===== src/rtl/physics_pkg.sv =====
// Shared constants and types for the pin physics stage: lane geometry,
// fixed-point format, starting rack and the integration FSM states.
package physics_pkg;

    localparam int PIN_COUNT     = 10;
    localparam int SCREEN_WIDTH  = 1024;
    localparam int SCREEN_HEIGHT = 768;
    localparam int FRAC_BITS     = 8;

    // Rack positions in whole pixels, head pin first, back row last.
    localparam int RACK_X [PIN_COUNT] = '{512, 488, 536, 464, 512, 560, 440, 488, 536, 584};
    localparam int RACK_Y [PIN_COUNT] = '{200, 158, 158, 116, 116, 116,  74,  74,  74,  74};

    typedef enum logic [1:0] {
        IDLE   = 2'd0,
        UPDATE = 2'd1,
        DONE   = 2'd2
    } motion_state_t;

endpackage


===== src/rtl/pin_integrate.sv =====
// Combinational single-pin step: move by the current velocity, then apply
// friction and the deadband, and flag a pin that has left the lane.
module pin_integrate
    import physics_pkg::*;
#(
    parameter int FRICTION_SHIFT = 4,
    parameter int VEL_DEADBAND   = 16
) (
    input  logic [18:0]        px,
    input  logic [17:0]        py,
    input  logic signed [15:0] vx,
    input  logic signed [15:0] vy,
    output logic [18:0]        px_new,
    output logic [17:0]        py_new,
    output logic signed [15:0] vx_new,
    output logic signed [15:0] vy_new,
    output logic               off
);

    localparam logic signed [20:0] X_LIMIT = 21'(SCREEN_WIDTH << FRAC_BITS);
    localparam logic signed [20:0] Y_LIMIT = 21'(SCREEN_HEIGHT << FRAC_BITS);

    logic signed [20:0] sx;
    logic signed [20:0] sy;

    // Friction removes a fixed fraction; tiny residual speeds snap to rest.
    function automatic logic signed [15:0] decay(input logic signed [15:0] v);
        logic signed [15:0] d;
        logic [15:0]        mag;
        d   = v - (v >>> FRICTION_SHIFT);
        mag = d[15] ? 16'(-d) : 16'(d);
        return (mag < 16'(VEL_DEADBAND)) ? 16'sd0 : d;
    endfunction

    // Position moves by the pre-decay velocity at a width that cannot wrap.
    always_comb begin
        sx     = $signed({2'b00, px}) + 21'(vx);
        sy     = $signed({3'b000, py}) + 21'(vy);
        px_new = sx[18:0];
        py_new = sy[17:0];
        vx_new = decay(vx);
        vy_new = decay(vy);
        off    = (sx < 21'sd0) || (sx >= X_LIMIT) || (sy < 21'sd0) || (sy >= Y_LIMIT);
    end

endmodule


===== src/rtl/pin_motion.sv =====
// Pin motion integrator: captures post-collision velocities and, once per
// frame, walks the ten pins through one shared integrate step.
// Handshake: done_in and frame_tick are single-cycle pulses with no ready;
// done_in is always accepted, frame_tick only while idle; valid_out pulses
// for one cycle when all ten pins have been stepped.
module pin_motion
    import physics_pkg::*;
#(
    parameter int FRICTION_SHIFT = 4,
    parameter int VEL_DEADBAND   = 16
) (
    input  logic               clk_in,
    input  logic               rst_in,
    input  logic               done_in,
    input  logic [9:0]         hit_in,
    input  logic [9:0][15:0]   vx_in,
    input  logic [9:0][15:0]   vy_in,
    input  logic               frame_tick,
    output logic [9:0][10:0]   pins_x,
    output logic [9:0][9:0]    pins_y,
    output logic [9:0][15:0]   pins_vx,
    output logic [9:0][15:0]   pins_vy,
    output logic [9:0]         pins_down,
    output logic               busy,
    output logic               valid_out,
    output motion_state_t      state_dbg
);

    motion_state_t      state, state_nx;
    logic [3:0]         idx, idx_nx;
    logic               busy_q, valid_q;

    logic [18:0]        pos_x [PIN_COUNT];
    logic [17:0]        pos_y [PIN_COUNT];
    logic signed [15:0] vel_x [PIN_COUNT];
    logic signed [15:0] vel_y [PIN_COUNT];
    logic signed [15:0] cap_x [PIN_COUNT];
    logic signed [15:0] cap_y [PIN_COUNT];
    logic [9:0]         pend;
    logic [9:0]         down;

    logic               upd_en;
    logic signed [15:0] cur_vx, cur_vy;
    logic [18:0]        nx;
    logic [17:0]        ny;
    logic signed [15:0] nvx, nvy;
    logic               off;

    // Next-state and pin index sequencing for one integration pass.
    always_comb begin
        state_nx = state;
        idx_nx   = idx;
        case (state)
            IDLE: begin
                if (frame_tick) begin
                    state_nx = UPDATE;
                    idx_nx   = 4'd0;
                end
            end
            UPDATE: begin
                if (idx == 4'(PIN_COUNT - 1)) begin
                    state_nx = DONE;
                    idx_nx   = 4'd0;
                end else begin
                    idx_nx = idx + 4'd1;
                end
            end
            DONE:    state_nx = IDLE;
            default: state_nx = IDLE;
        endcase
    end

    // State register; busy and valid_out are registered from the next state.
    always_ff @(posedge clk_in or posedge rst_in) begin
        if (rst_in) begin
            state   <= IDLE;
            idx     <= 4'd0;
            busy_q  <= 1'b0;
            valid_q <= 1'b0;
        end else begin
            state   <= state_nx;
            idx     <= idx_nx;
            busy_q  <= (state_nx != IDLE);
            valid_q <= (state_nx == DONE);
        end
    end

    // Select the pin under update; a pending capture replaces its velocity.
    always_comb begin
        upd_en = (state == UPDATE) && !down[idx];
        cur_vx = pend[idx] ? cap_x[idx] : vel_x[idx];
        cur_vy = pend[idx] ? cap_y[idx] : vel_y[idx];
    end

    pin_integrate #(
        .FRICTION_SHIFT (FRICTION_SHIFT),
        .VEL_DEADBAND   (VEL_DEADBAND)
    ) u_integrate (
        .px     (pos_x[idx]),
        .py     (pos_y[idx]),
        .vx     (cur_vx),
        .vy     (cur_vy),
        .px_new (nx),
        .py_new (ny),
        .vx_new (nvx),
        .vy_new (nvy),
        .off    (off)
    );

    // Capture registers; a same-cycle capture overrides the update's clear.
    always_ff @(posedge clk_in or posedge rst_in) begin
        if (rst_in) begin
            pend <= '0;
            for (int i = 0; i < PIN_COUNT; i++) begin
                cap_x[i] <= 16'sd0;
                cap_y[i] <= 16'sd0;
            end
        end else begin
            for (int i = 0; i < PIN_COUNT; i++) begin
                if (upd_en && (idx == 4'(i))) begin
                    pend[i] <= 1'b0;
                end
                if (done_in && hit_in[i] && !down[i]) begin
                    pend[i]  <= 1'b1;
                    cap_x[i] <= vx_in[i];
                    cap_y[i] <= vy_in[i];
                end
            end
        end
    end

    // Pin state: written only in the owning pin's update cycle.
    always_ff @(posedge clk_in or posedge rst_in) begin
        if (rst_in) begin
            down <= '0;
            for (int i = 0; i < PIN_COUNT; i++) begin
                pos_x[i] <= 19'(RACK_X[i] << FRAC_BITS);
                pos_y[i] <= 18'(RACK_Y[i] << FRAC_BITS);
                vel_x[i] <= 16'sd0;
                vel_y[i] <= 16'sd0;
            end
        end else if (upd_en) begin
            if (off) begin
                down[idx]  <= 1'b1;
                pos_x[idx] <= {11'd2047, 8'd0};
                pos_y[idx] <= {10'd1023, 8'd0};
                vel_x[idx] <= 16'sd0;
                vel_y[idx] <= 16'sd0;
            end else begin
                pos_x[idx] <= nx;
                pos_y[idx] <= ny;
                vel_x[idx] <= nvx;
                vel_y[idx] <= nvy;
            end
        end
    end

    for (genvar g = 0; g < PIN_COUNT; g++) begin : g_out
        assign pins_x[g]  = pos_x[g][18:8];
        assign pins_y[g]  = pos_y[g][17:8];
        assign pins_vx[g] = vel_x[g];
        assign pins_vy[g] = vel_y[g];
    end

    assign pins_down = down;
    assign busy      = busy_q;
    assign valid_out = valid_q;
    assign state_dbg = state;

endmodule


===== config.mk =====
export PLATFORM = sky130hd
export DESIGN_NAME = pin_motion
export DESIGN_NICKNAME = d
export VERILOG_FILES = /design/src/rtl/physics_pkg.sv /design/src/rtl/pin_integrate.sv /design/src/rtl/pin_motion.sv
export SDC_FILE = /design/constraint.sdc
export NUM_CORES = 2
export LEC_CHECK = 0
export ABC_CLOCK_PERIOD_IN_PS = 38000
export CAP_MARGIN = 30
export CORE_AREA = 8 8 339 341
export DETAILED_ROUTE_END_ITERATION = 6
export DIE_AREA = 0 0 347 349
export GPL_TIMING_DRIVEN = 0
export HOLD_SLACK_MARGIN = 0.05
export PLACE_DENSITY = 0.84
export SLEW_MARGIN = 10
export SYNTH_ARGS = -nofsm -noshare
export SYNTH_HDL_FRONTEND = slang
export SYNTH_SLANG_ARGS = --single-unit

===== constraint.sdc =====
create_clock -name clk_in -period 38 [get_ports clk_in]
set_input_delay 3.8 -clock clk_in [delete_from_list [all_inputs] [get_ports clk_in]]
set_output_delay 3.8 -clock clk_in [all_outputs]
set_load 0.01 [all_outputs]

### Yosys cells after proc, flatten, opt, wreduce, memory -nomap -nowiden

Cells that the tools add are included.

| cells by class | value |
|---|---|
| add/subtract/negate cells | 7 |
| order comparisons | 10 |
| equality and inequality tests | 12 |
| mux-type cells | 70 |
| bitwise operators | 11 |
| reduce and logical (&&, ||, !) cells | 63 |

Operator list:

| operator | number |
|---|---|
| $and A160 B160 Y160 | 2 |
| $bwmux W160 | 2 |
| $mux W160 | 2 |
| $bmux W16 S4 | 4 |
| $mux W16 | 15 |
| $bwmux W190 | 1 |
| $mux W190 | 1 |
| $bwmux W180 | 1 |
| $mux W180 | 1 |
| $and A80 B80 Y80 | 2 |
| $not A160 Y160 | 1 |
| $not A80 Y80 | 2 |
| $or A110 B110 Y110 | 1 |
| $or A100 B100 Y100 | 1 |
| $bmux W19 S4 | 1 |
| $demux W19 S4 | 1 |
| $bmux W18 S4 | 1 |
| $demux W18 S4 | 1 |
| $demux W16 S4 | 1 |
| $mux W19 | 3 |
| $mux W18 | 3 |
| $lt A21 B1 Y1 const B | 2 |
| $logic_and A1 B1 Y1 | 33 |
| $lt A16 B5 Y1 const B | 2 |
| other kinds (33) | 89 |

| word-level totals | value |
|---|---|
| flip-flop bits (word level) | 1038 |
| input bits | 334 |
| logic and storage cells | 248 |

### Logic depth before layout (Yosys ltp)

| logic depth | value |
|---|---|
| depth in word-level cells | 12 |
| depth in mapped cells | 25 |
| depth with buffers taken out | 19 |

### Hierarchy

A second synthesis with hierarchy kept.

| unflattened totals | value |
|---|---|
| cell total of the unflattened synthesis | 4461 |
| area, all modules | 50422.1 um^2 |

By module, submodules not included:

| module | times used | cells an instance | area each (um^2) | sequential area each (um^2) |
|---|---|---|---|---|
| pin_motion | 1 | 3880 | 46284.4 | 26062.5 |
| pin_integrate | 1 | 581 | 4137.7 | 0.0 |

### Least setup slack after synthesis

OpenSTA, ideal clock, no wires.

| timing path | value |
|---|---|
| path type | register to register |
| start point | register idx[0] |
| end point | register vel_x (netlist bit pins_vx[83]) |
| library setup time | 0.128 ns |
| data arrival time | 6.305 ns |
| data required time | 37.872 ns |
| slack | 31.568 ns |
| stages on the path, launching flop included | 21 |
| path buffers | 7 |
| clock period less this slack | 6.432 ns |
| cell sequence | dfrtp_1 > buf_2 > buf_2 > clkbuf_1 > clkbuf_1 > buf_1 > mux4_2 > a222oi_1 > a31oi_1 > fa_1 > a21o_1 > a221oi_1 > nor2_1 > or4_1 > a211oi_1 > and3_1 > a31oi_1 > a2111oi_2 > buf_2 > buf_2 > o21ai_0 |

| on the way | value |
|---|---|
| longest elaborated chain between the ends | 12 |
| elaborated cells between the ends (all ways) | 50 |

RTL lines:

| element | RTL line | RTL |
|---|---|---|
| start: declaration | pin_motion.sv:30 | `logic [3:0] idx, idx_nx;` |
| start signal: assignment | pin_motion.sv:82 | `idx <= idx_nx;` |
| $not A4 Y5 (implied by the code) | n/a |  |
| $bmux W16 S4 | pin_motion.sv:91 | `cur_vx = pend[idx] ? cap_x[idx] : vel_x[idx];` |
| $mux W16 (implied by the code) (2 in series) | pin_motion.sv:91 |  |
| $mux W16 | pin_motion.sv:91 |  |
| $sub A16 B12 Y16 | pin_integrate.sv:30 | `d = v - (v >>> FRICTION_SHIFT);` |
| $neg A16 Y16 | pin_integrate.sv:31 | `mag = d[15] ? 16'(-d) : 16'(d);` |
| $mux W16 | pin_integrate.sv:31 |  |
| $lt A16 B5 Y1 | pin_integrate.sv:32 | `return (mag < 16'(VEL_DEADBAND)) ? 16'sd0 : d;` |
| $mux W16 | pin_integrate.sv:32 |  |
| $bwmux W160 | pin_motion.sv:152 | `vel_x[idx] <= nvx;` |
| $mux W160 | pin_motion.sv:143 | `if (off) begin` |
| end signal: indexed assignment | pin_motion.sv:152 |  |
| end: declaration | pin_motion.sv:35 | `logic signed [15:0] vel_x [PIN_COUNT];` |

Several ways; a longest one is shown, not always the timed one. The select of a mux whose other input is x is not followed.
A chain may end at the register's enable or synchronous reset.

### Worst setup path in the final report

| timing path | value |
|---|---|
| start point | register idx[0] |
| end point | register vel_x (netlist bit pins_vx[71]) |

The elaborated chain is that of the path after synthesis.

==> results.md <==
- Via count: 49140
- EDFF count, synth: 0
- Fmax: 97.37 MHz
- CTS tree: yes
- Hpwl dp: about 200 mm
- Die Area: around 120000 µm²
- Async SR Flop Fraction: 1.000
- Critical Path RT: just under 40000 ps
- Mapped Cells: approximately 4900
- Worst r2r path cells: 22
- R2r startpoint: idx[0]$_DFFE_PP0P_
- Final hold violations: 0
- First-pass GRT wire length: 359.3 mm
- Postcts setup bufs: 0
- CTS Buf Count: 108
- Total of max-cap violations: 0
- Worst Setup EP: pins_vx[71]$_DFFE_PP0P_
- Failing checks: design-rule violations
- Initial antenna violation count: 59
- Post-DR vias/cell: ~6.6
- Delay-heaviest family, CP: buffers and inverters
- Worst-path cell chain: buf_2 > buf_2 > clkbuf_1 > clkbuf_2 > buf_2 > mux4_2 > mux2i_1 > o221ai_1 > ha_1 > inv_1 > fa_1 > a21o_1 > a221oi_1 > nor2_1 > or4_1 > a211oi_1 > and3_1 > a31oi_1 > a2111oi_2 > buf_2 > buf_2 > o21ai_0
- Rows: 122
- IO buf count: 876
- Area contributors post-synth: dfrtp_1 47%, mux4_2 8.9%, mux2_2 7.3%
- Post-Route WL: 261.7 mm
- Nets: 6324
- TritonRoute pass-1 iters: 7
- Root Buffer: clkbuf_16
- Tmin final: 10270 ps
- Synthesized Nets: 5266
- CP Launch Type: register
- Synth Flop Type: dfrtp_1
- Yosys warnings: 0
- CTS H-tree depth: 3
- Syn-to-layout area delta: 30.02%
- Core Region: 109600 µm²
- Register area share after synthesis: 0.5007
- Worst r2r dst: pins_vx[71]$_DFFE_PP0P_
- Critical-path maximum fanout: 10
- CP endpoint kind: register
- Stages on worst setup path: 22
- Num Clock Sinks: between 1000 and 1500
- Initial Util: 0.4750
- Cell variety after synth: slightly below 80
- CTS clock-pin slew for the worst setup and hold paths: 70 ps
- Crit path buf inv count: 8
- Hold Crit Class: reg2reg
- Filler cells: roughly 8600
- CP startpoint: idx[0]$_DFFE_PP0P_
- Syn_area_per_cell: around 11 µm²
- Die width: 347 µm
- Rel. slew slack: 0.2467
- Worst-margin pin slew: roughly 1100 ps
- Largest net degree at the start of global routing: 123
- Most frequent cell after synthesis: dfrtp_1
- Hold buffer count at CTS: 0
- Register area: 26060 µm²
- Clock skew: ~38 ps
- Share of the synthesized area in the top cell type: 0.4653
- Clock tree buffer depth: 3
- Share of layout cells above drive strength 1: 0.2022
- Number of synthesized register bits: between 1000 and 1500
- Drt initial violations: 7389
- Area of the multi-input gates: about 23000 µm²
- WL/cell: 34.92 µm
- Die height: 349 µm
- RSZ-0062 raised after global routing: no
- CP most frequent cell: buf_2
- Post-route ant nets: 0
- Crit-path max cell delay: 910 ps
- Vias in the first global route: 47780
- R2r setup slk: 27730 ps
- Endpoints failing setup: 0
- Gr usage total: 0.4133
- # DRC: 29
- Slew Limit Fails: 0
- Status: finished, violations left
- Crit Path Category: reg2reg
- Dominant cell type by area after synthesis: dfrtp_1
- Most common library cells after synthesis: 968 x dfrtp_1, 904 x nand2_1, 663 x o21ai_0, 339 x mux2_2, 306 x clkbuf_1
- Synth Cell Area: 52060 µm²
- Gp weighted congestion: approximately 1
- Post-CTS sizing: 0
- Slowest CP cell: a2111oi_2
- Aggregate global routing overflow: 0
- WP data arrival: roughly 11000 ps
- IO Pins: approximately 900
- Final period utilization: 0.2703
- WHS: 476.0 ps
- Worst skew pair latency: 730 ps
==> metrics by stage <==
step / worst slack [ps] / cells / util / TNS, ps / cell area, µm²
2_1_floorplan: 5102 / 4859 / - / 0 / 52060
3_3_place_gp: -5947 / 7161 / 0.5712 / -5629130 / 62610
3_5_place_dp: 28470 / 7215 / 0.5796 / 0 / 63520
4_1_cts: 28410 / 7418 / 0.6142 / 0 / 67320
5_1_grt: 27800 / 7480 / 0.6172 / 0 / 67650
6_report: 27730 / 7495 / 0.6176 / 0 / 67680
==> layer usage <==
metal / wire [µm] / track usage / vias to the layer above
li1: - / - / 19160
met1: 85860 / 0.4820 / 24360
met2: 112000 / 0.6084 / 4445
met3: 41640 / 0.1944 / 1166
met4: 22160 / 0.2751 / 8
met5: 57 / 0 / -
==> area by class of cell <==
class / count / area share
sequential: 1038 / 0.3851
inverter: 48 / 0.002773
buffer: 613 / 0.04782
multi-input combinational: 3160 / 0.3343
clock buffer: 159 / 0.04755
tap: 1426 / 0.02636
timing repair buffer: 948 / 0.1454
clock inverter: 44 / 0.008522
antenna: 59 / 0.002181
==> worst reg2reg max path, cell delays in order (launching register included) <==
cell	delay (ps)
dfrtp_1	310
buf_2	370
buf_2	550
clkbuf_1	780
clkbuf_2	820
buf_2	740
mux4_2	430
mux2i_1	140
o221ai_1	840
ha_1	330
inv_1	70
fa_1	460
a21o_1	210
a221oi_1	670
nor2_1	150
or4_1	430
a211oi_1	700
and3_1	270
a31oi_1	100
a2111oi_2	910
buf_2	340
buf_2	330
o21ai_0	190
==> sequential cells by signal, summed over array words and instances, names as in the netlist <==
| name | count |
|---|---|
| busy | 1 |
| cap_x | 160 |
| cap_y | 160 |
| idx | 4 |
| pend | 10 |
| pins_down | 10 |
| pins_vx | 160 |
| pins_vy | 160 |
| pins_x | 110 |
| pins_y | 100 |
| pos_x | 80 |
| pos_y | 80 |
| state_dbg | 2 |
| valid_out | 1 |
==> kinds of logic after synthesis <==
| family | share of synthesized area |
|---|---|
| AO/OA/AOI/OAI | 0.1261 |
| XOR/XNOR | 0.007739 |
| adder cells (fa/ha/maj) | 0.01812 |
| buffers and inverters | 0.06523 |
| flip-flops | 0.5007 |
| multiplexers | 0.1748 |
| AND/OR/NAND/NOR | 0.1074 |
==> layout by cell type (no fill, tap or decap), types with 127 or more instances in the layout <==
cell type,Yosys,layout
dfrtp_1,968,968
nand2_1,904,904
clkdlybuf4s50_1,0,876
o21ai_0,663,663
mux2_2,339,339
clkbuf_1,306,321
buf_4,217,222
mux4_2,206,206
nand3_1,166,166
nor2_1,127,127
==> worst min-delay path by stage <==
| stage | from | slack [ps] | depth (start not counted) | end |
|---|---|---|---|---|
| 2_1_floorplan | pend[2]$_DFFE_PP0P_ | 440 | 2 | pend[2]$_DFFE_PP0P_ |
| 3_3_place_gp | pend[1]$_DFFE_PP0P_ | 460 | 2 | pend[1]$_DFFE_PP0P_ |
| 3_5_place_dp | pend[7]$_DFFE_PP0P_ | 460 | 2 | pend[7]$_DFFE_PP0P_ |
| 4_1_cts | pos_y[114]$_DFFE_PP0P_ | 480 | 2 | pos_y[114]$_DFFE_PP0P_ |
| 5_1_grt | pos_y[110]$_DFFE_PP0P_ | 490 | 2 | pos_y[110]$_DFFE_PP0P_ |
| 6_report | pos_y[114]$_DFFE_PP0P_ | 480 | 2 | pos_y[114]$_DFFE_PP0P_ |
Power is left out: the tool's default activity adds up to more than one toggle a clock period on the data nets, which glitch-free logic cannot reach.
